### config.mk
export PLATFORM = sky130hd
export DESIGN_NAME = rx_iq_packer_flat
export DESIGN_NICKNAME = d
export VERILOG_FILES = /design/src/rtl/rx_iq_packer_if.sv /design/src/rtl/rx_iq_packer.sv /design/src/flat_wrapper.sv
export SDC_FILE = /design/constraint.sdc
export NUM_CORES = 1
export LEC_CHECK = 0
export ABC_AREA = 1
export BUFFER_PORTS_ARGS = -buffer_cell sky130_fd_sc_hd__buf_2
export CAP_MARGIN = 10
export CORE_MARGIN = 8
export CORE_UTILIZATION = 40
export DETAILED_ROUTE_END_ITERATION = 16
export PLACE_DENSITY = 0.57
export SLEW_MARGIN = 20
export SYNTH_ARGS = -nofsm -noshare
export SYNTH_HDL_FRONTEND = slang
export SYNTH_SLANG_ARGS = --single-unit
### constraint.sdc
create_clock -name clock -period 5.1 [get_ports clock]
set_input_delay 0.255 -clock clock [delete_from_list [all_inputs] [get_ports clock]]
set_output_delay 0.255 -clock clock [all_outputs]
set_load 0.02 [all_outputs]
### src/rtl/rx_iq_packer_if.sv
// Sample input strobe and byte output stream of the receiver I/Q packer.
// The master drives samples and out_ready; the slave (the packer) drives the byte stream.
interface rx_iq_packer_if;
  logic               in_strobe;
  logic signed [23:0] in_I;
  logic signed [23:0] in_Q;
  logic        [7:0]  out_data;
  logic               out_valid;
  logic               out_ready;
  logic               out_sof;
  logic               out_eof;

  modport master (
    output in_strobe, in_I, in_Q, out_ready,
    input  out_data, out_valid, out_sof, out_eof
  );

  modport slave (
    input  in_strobe, in_I, in_Q, out_ready,
    output out_data, out_valid, out_sof, out_eof
  );
endinterface

### src/rtl/rx_iq_packer.sv
// Buffers strobed 24-bit I/Q samples in a FIFO and serialises each one as six bytes
// (I then Q, MSB first) on a valid/ready stream with frame start/end markers.
module rx_iq_packer #(
  parameter int DEPTH             = 16,
  parameter int SAMPLES_PER_FRAME = 63
) (
  input  logic                    clock,
  input  logic                    rst_n,
  rx_iq_packer_if.slave           io,
  input  logic                    clear_overflow,
  output logic                    overflow,
  output logic [$clog2(DEPTH):0]  fill_level
);

  localparam int AW = $clog2(DEPTH);
  localparam int CW = (SAMPLES_PER_FRAME > 1) ? $clog2(SAMPLES_PER_FRAME) : 1;
  localparam logic [AW:0]   FULL_LVL = (AW+1)'(DEPTH);
  localparam logic [CW-1:0] LAST_SMP = CW'(SAMPLES_PER_FRAME - 1);

  typedef enum logic {IDLE, SEND} state_t;

  logic [47:0]   mem_q [DEPTH];
  logic [47:0]   shreg_q;
  logic [AW-1:0] wr_ptr_q, rd_ptr_q;
  logic [AW:0]   count_q;
  logic [2:0]    idx_q, idx_d;
  logic [CW-1:0] cnt_q, cnt_d;
  state_t        state_q, state_d;
  logic          ovf_q;

  logic          empty, full, push, pop, drop, valid;
  logic [7:0]    byte_sel;

  assign empty = (count_q == '0);
  assign full  = (count_q == FULL_LVL);

  always_comb begin
    state_d = state_q;
    idx_d   = idx_q;
    cnt_d   = cnt_q;
    pop     = 1'b0;
    valid   = 1'b0;
    case (state_q)
      IDLE: begin
        if (!empty) begin
          pop     = 1'b1;
          idx_d   = 3'd0;
          state_d = SEND;
        end
      end
      SEND: begin
        valid = 1'b1;
        if (io.out_ready) begin
          if (idx_q == 3'd5) begin
            cnt_d = (cnt_q == LAST_SMP) ? '0 : cnt_q + CW'(1);
            idx_d = 3'd0;
            // Back-to-back samples reload without an idle cycle.
            if (!empty) pop = 1'b1;
            else        state_d = IDLE;
          end else begin
            idx_d = idx_q + 3'd1;
          end
        end
      end
      default: state_d = IDLE;
    endcase
  end

  // A full FIFO still accepts a sample when a slot frees in the same cycle.
  assign push = io.in_strobe && (!full || pop);
  assign drop = io.in_strobe && !push;

  always_comb begin
    case (idx_q)
      3'd0:    byte_sel = shreg_q[47:40];
      3'd1:    byte_sel = shreg_q[39:32];
      3'd2:    byte_sel = shreg_q[31:24];
      3'd3:    byte_sel = shreg_q[23:16];
      3'd4:    byte_sel = shreg_q[15:8];
      default: byte_sel = shreg_q[7:0];
    endcase
  end

  assign io.out_valid = valid;
  assign io.out_data  = valid ? byte_sel : 8'd0;
  assign io.out_sof   = valid && (idx_q == 3'd0) && (cnt_q == '0);
  assign io.out_eof   = valid && (idx_q == 3'd5) && (cnt_q == LAST_SMP);
  assign overflow     = ovf_q;
  assign fill_level   = count_q;

  always_ff @(posedge clock) begin
    if (!rst_n) begin
      state_q  <= IDLE;
      idx_q    <= 3'd0;
      cnt_q    <= '0;
      wr_ptr_q <= '0;
      rd_ptr_q <= '0;
      count_q  <= '0;
      ovf_q    <= 1'b0;
    end else begin
      state_q <= state_d;
      idx_q   <= idx_d;
      cnt_q   <= cnt_d;
      if (push) wr_ptr_q <= wr_ptr_q + AW'(1);
      if (pop)  rd_ptr_q <= rd_ptr_q + AW'(1);
      case ({push, pop})
        2'b10:   count_q <= count_q + (AW+1)'(1);
        2'b01:   count_q <= count_q - (AW+1)'(1);
        default: count_q <= count_q;
      endcase
      if (drop)                ovf_q <= 1'b1;
      else if (clear_overflow) ovf_q <= 1'b0;
    end
  end

  // Sample storage carries no reset; pointers and state alone define validity.
  always_ff @(posedge clock) begin
    if (push) mem_q[wr_ptr_q] <= {io.in_I, io.in_Q};
    if (pop)  shreg_q         <= mem_q[rd_ptr_q];
  end

endmodule

### src/flat_wrapper.sv
// flat-port wrapper written by rule: the top's interface ports become plain ports
module rx_iq_packer_flat 
#(
  parameter int DEPTH             = 16,
  parameter int SAMPLES_PER_FRAME = 63
)
  (clock, rst_n, clear_overflow, overflow, fill_level, io_in_strobe, io_in_I, io_in_Q, io_out_ready, io_out_data, io_out_valid, io_out_sof, io_out_eof);
  rx_iq_packer_if io_i ();
  input  logic clock;
  input  logic rst_n;
  input  logic clear_overflow;
  output logic overflow;
  output logic [$clog2(DEPTH):0] fill_level;
  input wire logic [$bits(io_i.in_strobe)-1:0] io_in_strobe;
  input wire logic [$bits(io_i.in_I)-1:0] io_in_I;
  input wire logic [$bits(io_i.in_Q)-1:0] io_in_Q;
  input wire logic [$bits(io_i.out_ready)-1:0] io_out_ready;
  output wire logic [$bits(io_i.out_data)-1:0] io_out_data;
  output wire logic [$bits(io_i.out_valid)-1:0] io_out_valid;
  output wire logic [$bits(io_i.out_sof)-1:0] io_out_sof;
  output wire logic [$bits(io_i.out_eof)-1:0] io_out_eof;
  assign io_i.in_strobe = io_in_strobe;
  assign io_i.in_I = io_in_I;
  assign io_i.in_Q = io_in_Q;
  assign io_i.out_ready = io_out_ready;
  assign io_out_data = io_i.out_data;
  assign io_out_valid = io_i.out_valid;
  assign io_out_sof = io_i.out_sof;
  assign io_out_eof = io_i.out_eof;
  rx_iq_packer #(.DEPTH(DEPTH), .SAMPLES_PER_FRAME(SAMPLES_PER_FRAME)) u_core (.clock(clock), .rst_n(rst_n), .io(io_i), .clear_overflow(clear_overflow), .overflow(overflow), .fill_level(fill_level));
endmodule
==> results.cfg <==
[power_and_ir_drop]
power_mw = 18.7
p_leak_nw = 12.0
peakVddDrop_mv = 0.409
p_per_area_nw_per_um2 = 495

[sta]
worst_slew_pin_slew_ns = 1.11
fmax_mhz = 321
hold_viol = 0
setup_viol = 0
rsz0062_at_grt = no
setup_tns_ns = 0
period_share = 0.611
finalClockSkew_ns = 0.0187
timing.slew.headroom = 0.260
period_needed_ns = 3.12
drv_slew = 0

[die]
die-area_sq_um = 92600
fp.dieW_um = 304
die_h_um = 304
initial_core_util = 0.404
ios = 70
placement_rows = 105
core_area_sq_um = 82200

[detailed_routing]
drc = 0
vias = 20733
ant_nets = 0
drt-total-wl_um = 86000
avgViaCountPerCell = 5.51
drtPass1Iterations = 6
post_drt_wl_per_cell_um = 22.8
drt_iter0_markers = 2092

[logic_synthesis]
yosysTopAreaCell = edfxtp_1
synth_area_per_cell_sq_um = 13.0
synth_cells = 2550
syn-cell-area_sq_um = 33200
ys_seq_area_frac = 0.751
ys_top_cells_by_area = edfxtp_1, nor2_1, o21ai_0
syn_nets = 2616
yosys_warnings = 0
synthDistinctLibCells = 31
yosys_register_bits = 840
yosysTopAreaCellShare = 0.737

[placement]
portBuffers = 69
place_area_sq_um = 34700
place.detailed.hpwl_um = 42600
gp_congestion = 0.891

[cts]
clockBufferDepth = 3
h-tree-depth = 3
cts_sinks = 840
cts_setup_buffers = 0
cts_tree = built
insertion_delay_ns = 0.63
numCtsBuffers = 86
cts.clk_slew.worst_paths_ns = 0.06
cts_root_buf = clkbuf_16

[global_routing]
grt_usage = 0.180
grt_overflow_total = 0
antenna_found_initial = 4
grt_first_pass_wirelength_um = 129000
grt_pass1_vias = 20129
grt_max_degree = 207

[final_layout]
fillers = 7259
multi_input_area_sq_um = 7440
finalInstanceArea_sq_um = 37800
nets = 2691
seqCellArea_sq_um = 25000
syn_to_final_growth_pct = 13.8
drive_gt1_frac = 0.0951

[setup_path]
worstPathArrival_ns = 2.86
path_class = reg2out
critPathMaxFanout = 14
start_kind = flop
cp_data_required_time_ns = 4.85
end_kind = primary output

[run]
cap_violations = 0

[outcome]
status = finished, final reports clean

[hold_path]
min_path_type = in2reg
## critical path: stages (launching register included)
cell	delay, ns
dfxtp_1	0.32
buf_4	0.22
inv_2	0.15
ha_1	0.38
a211oi_2	0.55
nand2_1	0.10
a21oi_1	0.27
buf_2	0.22
## what timing repair did
| item | CTS | global route |
|---|---|---|
| endpoints found under the hold margin | 620 | 0 |
| endpoints found under the setup margin | 0 | 0 |
| gates resized for setup | 0 | 0 |
| hold buffers | 46 | 0 |
## registers in the layout, indices dropped and copies added (netlist names)
name and flops:
u_core.overflow 1, u_core.mem_q 768, u_core.fill_level 5, u_core.state_q 1, u_core.idx_q 3, u_core.cnt_q 6, u_core.wr_ptr_q 4, u_core.rd_ptr_q 4
u_core.shreg_q 48
## synthesized netlist by cell type
library cell	n
nand4_1	9
nor3_2	1
nand2_2	2
a211oi_1	1
nand2_1	111
ha_1	12
clkinv_1	1
buf_4	5
buf_1	30
xor2_1	5
inv_1	24
edfxtp_1	816
a21oi_1	33
o21ai_0	290
clkbuf_1	74
dfxtp_1	24
nor4_1	1
buf_6	19
nor2_2	2
buf_2	34
o211ai_1	192
a211oi_2	1
nor3_1	3
inv_2	5
inv_6	1
xnor2_1	1
fa_1	1
buf_8	1
o21ai_1	170
nand3_1	63
nor2_1	618
## metal layers
layer | vias up | track usage | part of all wire
met5 | - | 0 | 0.00015
met4 | 2 | 0.0506 | 0.021
met3 | 122 | 0.0259 | 0.061
met2 | 701 | 0.294 | 0.48
met1 | 10386 | 0.251 | 0.44
li1 | 9522 | - | -
## path summary, 6_finish.rpt
kind                            from                   end  slack (ns)  cells past startpoint
hold reg to reg   u_core.wr_ptr_q[3]    u_core.wr_ptr_q[3]        0.51                      2
hold / removal            io_in_I[5]   u_core.mem_q[2][29]        0.03                      1
setup / recovery     u_core.idx_q[2]        io_out_data[7]        1.98                      7
setup reg to reg     u_core.idx_q[2]  u_core.mem_q[15][22]        2.01                      8
## kinds of logic (layout without fill, tap and decap cells)
kind of cell / Yosys count / after routing / share of synthesized area
buffers and inverters: 194 / 335 / 0.0285
adders and majority gates: 13 / 13 / 0.00512
and+or+nand+nor: 810 / 810 / 0.0952
other: 0 / 2 / 0
AOI/OAI and AO/OA: 687 / 687 / 0.118
xor gates and xnor gates: 6 / 6 / 0.00158
DFF: 840 / 840 / 0.751
## metrics by stage
| stage | setup slack, ns | cells | util | hold slack [ns] |
|---|---|---|---|---|
| after floorplan | 1.50 | 2550 | - | 0.354 |
| after global placement | 2.16 | 3561 | 0.421 | 0.466 |
| after detailed placement | 2.07 | 3561 | 0.421 | 0.478 |
| after CTS | 2.05 | 3761 | 0.460 | 0.00130 |
| after global routing | 1.85 | 3761 | 0.460 | 0.0282 |
| final | 1.98 | 3763 | 0.460 | 0.0322 |
## cell usage in the layout (no fill, tap or decap), types with 20 or more instances in the layout
master           n
o211ai_1       192
edfxtp_1       816
inv_1           23
o21ai_0        290
dfxtp_1         20
nand2_1        111
o21ai_1        170
dlygate4sd3_1   46
buf_4           23
nor2_1         602
buf_2           69
clkbuf_16       90
a21oi_1         33
nand3_1         63
clkinv_1        22
## power by group
part | leakage, nW | switching [mW] | internal (mW)
registers | 7.60 | 0.363 | 8.10
logic | 3.13 | 2.98 | 1.21
clock network | 1.32 | 2.57 | 3.51
## layout make-up
| class | instances | share of cell area |
|---|---|---|
| multi-input combinational | 1516 | 0.197 |
| sequential | 840 | 0.661 |
| clock buffer | 104 | 0.0609 |
| antenna | 2 | 0.000132 |
| timing repair buffer | 150 | 0.0322 |
| clock inverter | 50 | 0.0108 |
| tap | 1070 | 0.0354 |
| inverter | 31 | 0.00344 |
No activity file was read; power rests on OpenSTA's default activity.
